--- config.mk ---
export PLATFORM = sky130hd
export DESIGN_NAME = muldiv_unit
export DESIGN_NICKNAME = d
export VERILOG_FILES = /design/src/rtl/muldiv_unit.sv
export SDC_FILE = /design/constraint.sdc
export NUM_CORES = 1
export LEC_CHECK = 0
export CORE_MARGIN = 4
export CORE_UTILIZATION = 45
export DETAILED_ROUTE_END_ITERATION = 7
export PLACE_DENSITY = 0.66
export SLEW_MARGIN = 20
export SYNTH_ARGS = -nofsm -noshare
export SYNTH_HDL_FRONTEND = slang
export SYNTH_SLANG_ARGS = --single-unit
--- constraint.sdc ---
create_clock -name clk -period 4.48 [get_ports clk]
set_clock_uncertainty 0.05 [all_clocks]
set_input_delay 1.12 -clock clk [delete_from_list [all_inputs] [get_ports clk]]
set_output_delay 1.12 -clock clk [all_outputs]
set_load 0.1 [all_outputs]
--- src/rtl/muldiv_unit.sv ---
// muldiv_unit: iterative RV32M multiply/divide unit.
//   clk, rst           - clock, synchronous active-high reset
//   start, funct3      - op request (sampled in IDLE) and RV32M funct3
//   operand_a/b        - rs1/rs2 values
//   busy, done, result - state != IDLE, one-cycle completion pulse, op result
module muldiv_unit #(
  parameter int unsigned XLEN = 32
) (
  input  logic            clk,
  input  logic            rst,
  input  logic            start,
  input  logic [2:0]      funct3,
  input  logic [XLEN-1:0] operand_a,
  input  logic [XLEN-1:0] operand_b,
  output logic            busy,
  output logic            done,
  output logic [XLEN-1:0] result
);

  localparam int unsigned CW = $clog2(XLEN);
  localparam logic [XLEN-1:0] MIN_INT = {1'b1, {(XLEN-1){1'b0}}};

  typedef enum logic [1:0] {IDLE, CALC, DONE} state_t;

  state_t            state;
  logic [CW-1:0]     cnt;
  logic [2:0]        op_q;
  logic              neg_q;      // negate product / quotient
  logic              neg_r;      // negate remainder
  logic [XLEN-1:0]   opnd;       // mul: |a| addend; div: |b| divisor
  logic [2*XLEN-1:0] acc;

  // Operand decode in IDLE
  logic            a_sgn, b_sgn, sa, sb;
  logic [XLEN-1:0] mag_a, mag_b;
  logic            div_zero, div_ovf, special;
  logic [XLEN-1:0] special_res;

  always_comb begin
    a_sgn       = (funct3 != 3'b011) && (funct3 != 3'b101) && (funct3 != 3'b111);
    b_sgn       = (funct3 == 3'b000) || (funct3 == 3'b001) ||
                  (funct3 == 3'b100) || (funct3 == 3'b110);
    sa          = a_sgn && operand_a[XLEN-1];
    sb          = b_sgn && operand_b[XLEN-1];
    mag_a       = sa ? -operand_a : operand_a;
    mag_b       = sb ? -operand_b : operand_b;
    div_zero    = funct3[2] && (operand_b == '0);
    div_ovf     = funct3[2] && !funct3[0] && (operand_a == MIN_INT) && (operand_b == '1);
    special     = div_zero || div_ovf;
    special_res = '0;
    if (div_zero)
      special_res = funct3[1] ? operand_a : '1;
    else if (div_ovf)
      special_res = funct3[1] ? '0 : MIN_INT;
  end

  // One iteration step.
  // Multiply: acc = {partial high, remaining multiplier bits}, shift right each step.
  // Divide:   acc = {partial remainder, dividend/quotient bits}, shift left each step.
  logic [XLEN:0]     mul_sum;
  logic [XLEN:0]     div_shift;
  logic              div_fits;
  logic [XLEN-1:0]   div_diff;
  logic [2*XLEN-1:0] acc_next;

  always_comb begin
    mul_sum   = {1'b0, acc[2*XLEN-1:XLEN]} + (acc[0] ? {1'b0, opnd} : '0);
    div_shift = {acc[2*XLEN-1:XLEN], acc[XLEN-1]};
    div_fits  = div_shift >= {1'b0, opnd};
    // Truncation is exact: when the divisor fits, the difference is below the divisor.
    div_diff  = div_shift[XLEN-1:0] - opnd;
    if (op_q[2])
      acc_next = div_fits ? {div_diff, acc[XLEN-2:0], 1'b1}
                          : {div_shift[XLEN-1:0], acc[XLEN-2:0], 1'b0};
    else
      acc_next = {mul_sum, acc[XLEN-1:1]};
  end

  // Sign fix-up and result selection from the final iteration
  logic [2*XLEN-1:0] prod;
  logic [XLEN-1:0]   quo, rem, final_res;

  always_comb begin
    prod = neg_q ? -acc_next : acc_next;
    quo  = neg_q ? -acc_next[XLEN-1:0] : acc_next[XLEN-1:0];
    rem  = neg_r ? -acc_next[2*XLEN-1:XLEN] : acc_next[2*XLEN-1:XLEN];
    case (op_q)
      3'b000:                final_res = prod[XLEN-1:0];
      3'b001, 3'b010, 3'b011: final_res = prod[2*XLEN-1:XLEN];
      3'b100, 3'b101:        final_res = quo;
      default:               final_res = rem;
    endcase
  end

  always_ff @(posedge clk) begin
    if (rst) begin
      state  <= IDLE;
      cnt    <= '0;
      op_q   <= '0;
      neg_q  <= 1'b0;
      neg_r  <= 1'b0;
      opnd   <= '0;
      acc    <= '0;
      result <= '0;
    end else begin
      case (state)
        IDLE: begin
          if (start) begin
            op_q  <= funct3;
            cnt   <= '0;
            neg_q <= sa ^ sb;
            neg_r <= sa;
            opnd  <= funct3[2] ? mag_b : mag_a;
            acc   <= {{XLEN{1'b0}}, (funct3[2] ? mag_a : mag_b)};
            if (special) begin
              result <= special_res;
              state  <= DONE;
            end else begin
              state  <= CALC;
            end
          end
        end
        CALC: begin
          acc <= acc_next;
          cnt <= cnt + 1'b1;
          if (cnt == CW'(XLEN-1)) begin
            result <= final_res;
            state  <= DONE;
          end
        end
        DONE:    state <= IDLE;
        default: state <= IDLE;
      endcase
    end
  end

  assign busy = (state != IDLE);
  assign done = (state == DONE);

endmodule
==> results of run 1 <==
## state kept, by name, indices dropped and copies added (netlist names)
name    cells
acc        64
opnd       32
result     32
cnt         5
op_q        3
state       2
neg_q       1
neg_r       1
## metrics by stage
step	worst slack [ns]	hold WS (ns)	power, mW
floorplan	0.00315	0.390	2.74
global placement	-0.490	0.426	3.89
detailed placement	-0.607	0.427	3.91
CTS	0.000862	0.435	5.42
global route	-0.106	0.455	5.95
finish	-0.00325	0.438	5.74
## layer usage
metal | part of all wire | vias to the layer above
met1 | 0.40 | 9807
met3 | 0.089 | 225
met5 | 0 | -
li1 | - | 9396
met4 | 0.056 | 0
met2 | 0.45 | 1121
## power by group through the flow
stage	clock network (mW)	registers (mW)	logic, mW
after floorplan	0	1.38	1.36
after CTS	1.46	1.38	2.58
after global routing	1.51	1.40	3.04
after global placement	0	1.41	2.48
after detailed placement	0	1.41	2.50
final	1.45	1.39	2.89
## cell type report
type / instances / area (µm²)
clock buffers: 20 / 457
clock inverters: 12 / 114
fillers: 3078 / 12000
inverters: 75 / 282
multi-input cells: 1939 / 13600
flip-flops and latches: 140 / 2820
well taps: 455 / 569
repair buffers: 604 / 5000
## what timing repair did
item	in CTS	in global routing
gates resized for setup	55	223
endpoints found under the setup margin	23	32
hold buffers	0	0
buffers inserted	6	29
pin swaps	19	95
cloned	0	1
## kinds of logic (layout without fill, tap and decap cells)
| family | count (synthesis) | count (layout) | share of synthesized area |
|---|---|---|---|
| adders and majority gates | 73 | 73 | 0.0579 |
| DFF | 140 | 140 | 0.175 |
| muxes | 49 | 49 | 0.0313 |
| AOI/OAI and AO/OA | 811 | 811 | 0.336 |
| and+or+nand+nor | 839 | 839 | 0.250 |
| buffers and inverters | 229 | 711 | 0.0586 |
| xor gates and xnor gates | 167 | 167 | 0.0911 |
## worst paths after layout
| path | cells after the start | slack (ns) | to |
|---|---|---|---|
| worst min-delay path | 2 | 0.44 | opnd[22] |
| worst min register to register | 2 | 0.44 | opnd[22] |
| worst max-delay path | 18 | -0.003 | result[30] |
| worst max register to register | 18 | -0.003 | result[30] |
## synth_stat cells, types with 25 or more instances
cell type | count | area share
nand2_1 | 257 | 0.060
nor2_1 | 254 | 0.059
a21oi_1 | 236 | 0.074
o21ai_0 | 167 | 0.052
dfxtp_1 | 140 | 0.17
clkbuf_1 | 107 | 0.025
xnor2_1 | 107 | 0.058
inv_1 | 74 | 0.017
ha_1 | 71 | 0.055
xor2_1 | 60 | 0.033
nor3_1 | 57 | 0.018
o211ai_1 | 51 | 0.024
and2_1 | 45 | 0.018
nand3_1 | 45 | 0.014
mux2i_1 | 42 | 0.026
o21a_1 | 38 | 0.018
a21o_1 | 32 | 0.015
a211oi_1 | 30 | 0.014
o31ai_1 | 28 | 0.013
a22oi_1 | 26 | 0.012
a31oi_1 | 26 | 0.010
nand4_1 | 25 | 0.0097
## worst reg2reg max path: cells and delay by family, from the launching register on
kind | cells | cell delay, ns
AOI/OAI and AO/OA | 8 | 1.89
and+or+nand+nor | 5 | 1.20
buffers and inverters | 3 | 0.44
DFF | 1 | 0.33
adders and majority gates | 1 | 0.32
xor gates and xnor gates | 1 | 0.14
==> flow_metrics.py, run 1 <==
metrics = {
    "global_route": {
        "grt_pass1_wl_um": 116000,
        "grtUsageMet1": 0.511,
        "use_met2": 0.621,
        "overflow": 0,
        "grt_max_degree": 61,
        "grt-busiest-layer": "met2",
        "grt.met3_usage": 0.0552,
        "grt_usage": 0.385,
        "antenna_found_initial": 0,
        "grt_pass1_vias": 18900,
    },
    "critical_path": {
        "path_delay_family": "compound AO/OA/AOI/OAI gates",
        "start_kind": "flip-flop",
        "cp_num_buf_inv": 3,
        "critical_path.max_fanout": 9,
        "crit_arrival_ns": 4.77,
        "crit_path_start": "acc[0]",
        "worstSetupEndpointType": "flip-flop",
        "cp_cell_sequence": "buf_6, buf_12, and2_1, ha_2, a21oi_1, o22ai_1, or4_4, o21ai_4, o221a_4, or3_4, nand4_1, a211oi_4, nand3_2, buf_6, o41ai_4, xnor2_1, a22oi_2, a21oi_1",
        "slowest_stage": "or4_4",
        "reg2reg_from": "acc[0]",
        "cp_data_required_time_ns": 4.76,
        "worst-setup-path-type": "reg -> reg",
        "worst_path_largest_cell_delay_ns": 0.52,
    },
    "cells_and_area": {
        "layoutNonFillerInstCount": 3245,
        "final_cell_mix": "buf_4 (474), nor2_1 (248), nand2_1 (247), a21oi_1 (216), o21ai_0 (151)",
        "drive_gt1_frac": 0.284,
        "nNetsFinal": 2920,
        "final_core_util": 0.656,
        "design_area_um2": 22900,
        "antenna_cells": 0,
        "final_common_cell": "buf_4",
        "syn_to_final_growth_pct": 42.6,
    },
    "power": {
        "power.leakage_nw": 9.17,
        "swShare": 0.421,
        "switchingPower_mw": 2.42,
        "internal-power_mw": 3.32,
        "powerDensity_nw_per_um2": 251,
        "comb_power_share": 0.504,
        "ir_drop_uv": 287,
        "clock_power_share": 0.253,
        "pwr-share-seq": 0.242,
    },
    "status": {
        "violations": "negative setup slack",
        "outcome": "complete, but fails checks",
    },
    "synthesis": {
        "syn_nets": 2451,
        "synth_cells": 2308,
        "yosys_warnings": 0,
        "synth.distinct_cells": 106,
        "synth_ff_type": "dfxtp_1",
        "ys_async_sr_fraction": 0,
        "synth.yosys.seq_area_share": 0.175,
        "postSynthAreaPerCell_um2": 6.95,
        "synth_seq_cells": 140,
        "syn_area_um2": 16000,
        "synth_enable_flop_cells": 0,
    },
    "routing": {
        "remaining_drc_errors": 0,
        "wl_um": 79600,
        "drt_iter0_markers": 2489,
        "drtAntennaViolNets": 0,
        "firstDrtPassIters": 6,
        "wl_per_cell_um": 24.5,
        "via_per_inst": 6.33,
        "vias": 20500,
    },
    "clock_network": {
        "cts_tree": "yes",
        "cts_sinks": 140,
        "cts_max_level": 4,
        "clkTransAtPathRegs_ns": 0.07,
        "cts_buffers": 17,
        "clock_path_buffers": 2,
        "clkLatencyLatePin_ns": 0.46,
        "root_buffer": "clkbuf_16",
    },
    "floorplanning": {
        "core_um2": 34900,
        "start_util": 0.460,
        "die-area_um2": 38700,
        "placementRows": 68,
        "dieHeight_um": 197,
        "io_pins": 104,
        "fp.dieW_um": 197,
    },
    "timing": {
        "rsz0062_at_grt": "yes",
        "setup_violations": 1,
        "drv_slew": 0,
        "fmax_ghz": 0.223,
        "finalCritPeriodShare": 1.00,
        "relSlewSlack": 0.330,
        "finalHoldViolations": 0,
        "post-route-min-period_ns": 4.48,
        "worst_pin_slew_ns": 1.00,
        "setup-tns-final_ns": -0.00325,
        "worst_slack_ns": -0.00325,
    },
    "min_path": {
        "hp-start": "opnd[22]",
        "hold_path_class": "reg -> reg",
    },
    "placement": {
        "numPortBuffers": 103,
        "dpl.cell_count": 3178,
        "post_dp_cell_area_um2": 20600,
        "place_hpwl_um": 62200,
        "globalplace.congestion": 1.06,
    },
    "run": {
        "maxCapViolCount": 0,
    },
}
Note: power is estimated with default switching activity, not from simulation.
==> run 2, diff against run 1 <==
- CTS_BUF_LIST: unset -> sky130_fd_sc_hd__clkbuf_4 sky130_fd_sc_hd__clkbuf_8 sky130_fd_sc_hd__clkbuf_16
- PLACE_DENSITY: 0.66 -> 0.63
- clock period: 4.48 -> 5.7 ns (I/O delays scaled with it)
==> run 2 against run 1 <==
Compared with the run above:
- the run now ends clean
- combinational power down 42%
- clock power fell by 15%
- setup slack better by 0.28 ns
- largest cell class unchanged
- first-iteration DRC count decreased by 21%
- maximum frequency fell by 17%
==> flow_metrics.py, run 2 (same netlist as run 1, synthesis figures left out) <==
metrics = {
    "clock_network": {
        "cts_tree": "yes",
        "clkTransAtPathRegs_ns": 0.06,
        "cts_sinks": 140,
        "cts_buffers": 17,
        "clock_path_buffers": 2,
        "clkLatencyLatePin_ns": 0.46,
        "cts_max_level": 4,
        "postCtsHoldBufs": 0,
        "root_buffer": "clkbuf_16",
    },
    "timing": {
        "drv_slew": 0,
        "finalHoldViolations": 0,
        "setup-tns-final_ns": 0,
        "setup_violations": 0,
        "finalCritPeriodShare": 0.951,
        "worst_slack_ns": 0.278,
        "post-route-min-period_ns": 5.42,
        "rsz0062_at_grt": "no",
        "fmax_ghz": 0.184,
        "relSlewSlack": 0.323,
        "worst_pin_slew_ns": 1.02,
        "hold_slack_ns": 0.421,
    },
    "power": {
        "internal-power_mw": 2.35,
        "ir_drop_uv": 223,
        "pwr-share-seq": 0.274,
        "comb_power_share": 0.419,
        "power.leakage_nw": 6.96,
        "total_power_mw": 4.01,
        "clock_power_share": 0.307,
        "switchingPower_mw": 1.66,
        "swShare": 0.415,
        "powerDensity_nw_per_um2": 219,
    },
    "routing": {
        "firstDrtPassIters": 6,
        "remaining_drc_errors": 0,
        "drtAntennaViolNets": 0,
        "drt_iter0_markers": 1969,
        "wl_um": 72300,
        "wl_per_cell_um": 25.5,
        "via_per_inst": 6.58,
        "vias": 18600,
    },
    "critical_path": {
        "cp_data_required_time_ns": 6.03,
        "start_kind": "flip-flop",
        "r2r_slack_ns": 0.28,
        "cp_cell_sequence": "and2_1, ha_1, inv_1, fa_1, nor2b_1, o2111ai_1, a211oi_1, o21ai_0, o221a_2, o21ai_0, nand4_1, a211oi_2, buf_4, nand3_1, o41ai_1, xnor2_1, a21oi_1, a211oi_1",
        "slowest_stage": "a211oi_1",
        "critical_path.max_fanout": 4,
        "crit_arrival_ns": 5.75,
        "worst_path_largest_cell_delay_ns": 0.60,
        "worstSetupEndpointType": "flip-flop",
        "worst-setup-path-type": "reg -> reg",
        "path_delay_family": "compound AO/OA/AOI/OAI gates",
        "cp_num_buf_inv": 2,
    },
    "cells_and_area": {
        "top_regs": "acc (64), opnd (32), result (32)",
        "drive_gt1_frac": 0.0821,
        "final_common_cell": "nand2_1",
        "nNetsFinal": 2507,
        "final_core_util": 0.526,
        "design_area_um2": 18300,
        "final_cell_mix": "nand2_1 (257), nor2_1 (253), a21oi_1 (236), o21ai_0 (166), dfxtp_1 (138)",
        "layoutNonFillerInstCount": 2832,
        "largest_register_ff_count": 64,
        "regMostFlops": "acc",
        "syn_to_final_growth_pct": 14.3,
        "nFillCells": 3565,
    },
    "global_route": {
        "grt_pass1_vias": 17600,
        "grt_usage": 0.361,
        "grt_max_degree": 79,
        "overflow": 0,
        "grt_pass1_wl_um": 109000,
        "antenna_found_initial": 3,
    },
    "run": {
        "maxCapViolCount": 0,
    },
    "min_path": {
        "hold_path_class": "reg -> reg",
    },
    "floorplanning": {
        "start_util": 0.460,
        "die-area_um2": 38700,
        "fp.dieW_um": 197,
        "dieHeight_um": 197,
        "core_um2": 34900,
        "io_pins": 104,
        "placementRows": 68,
    },
    "status": {
        "outcome": "complete, no violations",
    },
    "placement": {
        "place_hpwl_um": 56100,
        "dp_slack_ns": 0.0720,
        "dpl.cell_count": 2798,
        "numPortBuffers": 103,
        "globalplace.congestion": 1.06,
        "post_dp_cell_area_um2": 17700,
    },
}
## run 2: cell type report
class                   instances  area (µm²)  share of cell area
inverters                      75         282              0.0153
clock inverters                10         135             0.00736
multi-input cells            1939       12400               0.674
repair buffers                191        1700              0.0925
diodes                          1        2.50            0.000136
clock buffers                  21         485              0.0265
flip-flops and latches        140        2810               0.153
well taps                     455         569              0.0310
## run 2: power groups by stage
stage | Sequential (mW) | Combinational (mW) | Clock (mW)
6_report | 1.10 | 1.68 | 1.23
5_1_grt | 1.10 | 1.79 | 1.27
4_1_cts | 1.10 | 1.62 | 1.24
3_5_place_dp | 1.12 | 1.61 | 0
3_3_place_gp | 1.12 | 1.60 | 0
2_1_floorplan | 1.09 | 1.07 | 0
## run 2: worst paths after layout
check,start,to,cells past startpoint
max,opnd[0],result[28],18
min reg2reg,opnd[29],opnd[29],2
max reg2reg,opnd[0],result[28],18
min,opnd[29],opnd[29],2
## run 2: per-layer routing
metal  vias up  track usage  wire length, µm
met3       214       0.0732             6610
met5         -            0               13
met4         2        0.197             4550
met2      1001        0.582            32500
li1       8568            -                -
met1      8852        0.452            28600
## run 2: timing repair
| action | CTS | global route |
|---|---|---|
| setup endpoints to repair | 0 | 13 |
| buffers inserted | 0 | 1 |
| gates resized for setup | 0 | 7 |
| endpoints found under the hold margin | 0 | 0 |
## run 2: worst min-delay path, delay by kind of cell (launching register included)
family | cells | cell delay (ns)
flops | 1 | 0.32
simple gates | 1 | 0.06
compound gates | 1 | 0.05
==> run 3, diff against run 2 <==
- CORE_MARGIN: 4 -> 10
- CTS_BUF_LIST: sky130_fd_sc_hd__clkbuf_4 sky130_fd_sc_hd__clkbuf_8 sky130_fd_sc_hd__clkbuf_16 -> sky130_fd_sc_hd__clkbuf_16
- DONT_BUFFER_PORTS: unset -> 1
- PLACE_DENSITY: 0.63 -> 0.6
==> run 3 against run 2 <==
Compared with the run above:
- via count is 3.0% lower
- count of clock-buffer cells in the layout is 4 lower
- combinational power is 8% lower
- sequential power hardly changed
- power is 4.8% lower
- die area is 13% higher
- worst hold slack better by 0.0024 ns
- largest power group unchanged
- sequential cell count stayed put
- setup slack worse by 0.020 ns
==> flow_metrics.py, run 3 (same netlist as run 1, synthesis figures left out) <==
metrics = {
    "cells_and_area": {
        "regMostFlops": "acc",
        "regArea_um2": 2810,
        "drive_gt1_frac": 0.0787,
        "layoutNonFillerInstCount": 2726,
        "largest_register_ff_count": 64,
        "nNetsFinal": 2393,
        "multi_input_area_um2": 12300,
        "top_regs": "acc (64), opnd (32), result (32)",
        "final_core_util": 0.485,
        "syn_to_final_growth_pct": 7.03,
        "nFillCells": 3734,
        "final_cell_mix": "nand2_1 (257), nor2_1 (253), a21oi_1 (236), o21ai_0 (166), dfxtp_1 (137)",
        "final_common_cell": "nand2_1",
    },
    "critical_path": {
        "crit_arrival_ns": 5.73,
        "cp_cell_sequence": "inv_1, ha_1, and4b_4, a221o_1, a31oi_2, and3_1, nand2_4, a311oi_4, ha_1, inv_1, a21oi_1, nand4_1, nor4_4, buf_4, nand4_2, o41ai_2, xnor2_1, a22oi_1, a21oi_1",
        "start_kind": "flip-flop",
        "path_delay_family": "compound AO/OA/AOI/OAI gates",
        "worst_path_largest_cell_delay_ns": 0.43,
        "worstSetupEndpointType": "flip-flop",
        "slowest_stage": "a311oi_4",
        "cp_num_buf_inv": 3,
        "cp_data_required_time_ns": 5.98,
        "critical_path.max_fanout": 19,
        "worst-setup-path-type": "reg -> reg",
    },
    "placement": {
        "numPortBuffers": 0,
        "globalplace.congestion": 1.03,
        "dpl.cell_count": 2690,
        "place_hpwl_um": 57000,
    },
    "status": {
        "outcome": "complete, no violations",
    },
    "global_route": {
        "grt_max_degree": 128,
        "grt_pass1_vias": 17100,
        "grt_usage": 0.324,
        "grt_pass1_wl_um": 109000,
        "overflow": 0,
        "antenna_found_initial": 3,
    },
    "timing": {
        "finalCritPeriodShare": 0.955,
        "fmax_ghz": 0.184,
        "post-route-min-period_ns": 5.44,
        "drv_slew": 0,
        "hold_slack_ns": 0.424,
        "rsz0062_at_grt": "no",
        "setup-tns-final_ns": 0,
        "finalHoldViolations": 0,
        "setup_violations": 0,
        "relSlewSlack": 0.265,
        "worst_pin_slew_ns": 1.10,
    },
    "power": {
        "comb_power_share": 0.404,
        "internal-power_mw": 2.20,
        "pwr-share-seq": 0.289,
        "ir_drop_uv": 215,
        "clock_power_share": 0.306,
        "powerDensity_nw_per_um2": 222,
        "switchingPower_mw": 1.62,
        "swShare": 0.423,
        "power.leakage_nw": 6.49,
    },
    "clock_network": {
        "cts_sinks": 140,
        "root_buffer": "clkbuf_16",
        "cts_tree": "yes",
        "postCtsHoldBufs": 0,
        "clkLatencyLatePin_ns": 0.46,
        "cts_buffers": 17,
        "clock_path_buffers": 2,
        "clkTransAtPathRegs_ns": 0.06,
        "cts_max_level": 4,
    },
    "floorplanning": {
        "start_util": 0.453,
        "die-area_um2": 43600,
        "io_pins": 104,
        "core_um2": 35400,
        "fp.dieW_um": 209,
        "dieHeight_um": 209,
        "placementRows": 69,
    },
    "routing": {
        "wl_per_cell_um": 27.0,
        "drt_iter0_markers": 2044,
        "via_per_inst": 6.63,
        "wl_um": 73500,
        "firstDrtPassIters": 8,
        "remaining_drc_errors": 0,
        "drtAntennaViolNets": 0,
        "vias": 18100,
    },
    "min_path": {
        "hold_path_class": "reg -> reg",
    },
    "run": {
        "maxCapViolCount": 0,
    },
}
## run 3: path summary, 6_finish.rpt
| path | startpoint | end | slack (ns) | cells after the start |
|---|---|---|---|---|
| worst max-delay path | opnd[29] | result[30] | 0.26 | 19 |
| worst min-delay path | opnd[18] | opnd[18] | 0.42 | 2 |
| worst max register to register | opnd[29] | result[30] | 0.26 | 19 |
| worst min register to register | opnd[18] | opnd[18] | 0.42 | 2 |
## run 3: power by group through the flow
stage	clock network (mW)	logic, mW	registers, mW
after floorplan	0	1.07	1.09
after global placement	0	1.48	1.12
after detailed placement	0	1.48	1.12
after CTS	1.18	1.50	1.10
after global routing	1.21	1.65	1.11
final	1.17	1.55	1.11
## run 3: final cells by class
cell class / instances / share of cell area
multi-input combinational: 1939 / 0.719
inverter: 75 / 0.0164
antenna: 3 / 0.000437
clock inverter: 14 / 0.00830
sequential: 140 / 0.164
tap: 461 / 0.0336
timing repair buffer: 77 / 0.0344
clock buffer: 17 / 0.0248
## run 3: what timing repair did
item	4_1_cts	5_1_grt
setup endpoints to repair	0	11
buffers inserted	0	2
gates resized for setup	0	3
hold endpoints to repair	0	0
## run 3: worst min-delay path: stages, from the launching register on
cell,delay (ns)
dfxtp_1,0.32
nand2_1,0.06
a21oi_1,0.05
## run 3: per-layer routing
layer,global-route usage,vias to the layer above,share of wire
met2,0.507,988,0.44
met4,0.190,6,0.066
li1,-,8327,-
met5,0,-,0.00061
met3,0.0671,215,0.097
met1,0.403,8547,0.40
## run 3: per-stage QoR
step | power [mW] | worst slack (ns) | instance area [µm²]
global placement | 2.61 | 0.240 | 16600
global route | 3.96 | 0.0146 | 17200
floorplan | 2.15 | 1.01 | 16000
CTS | 3.77 | 0.200 | 17100
finish | 3.82 | 0.258 | 17200
detailed placement | 2.61 | 0.238 | 16600
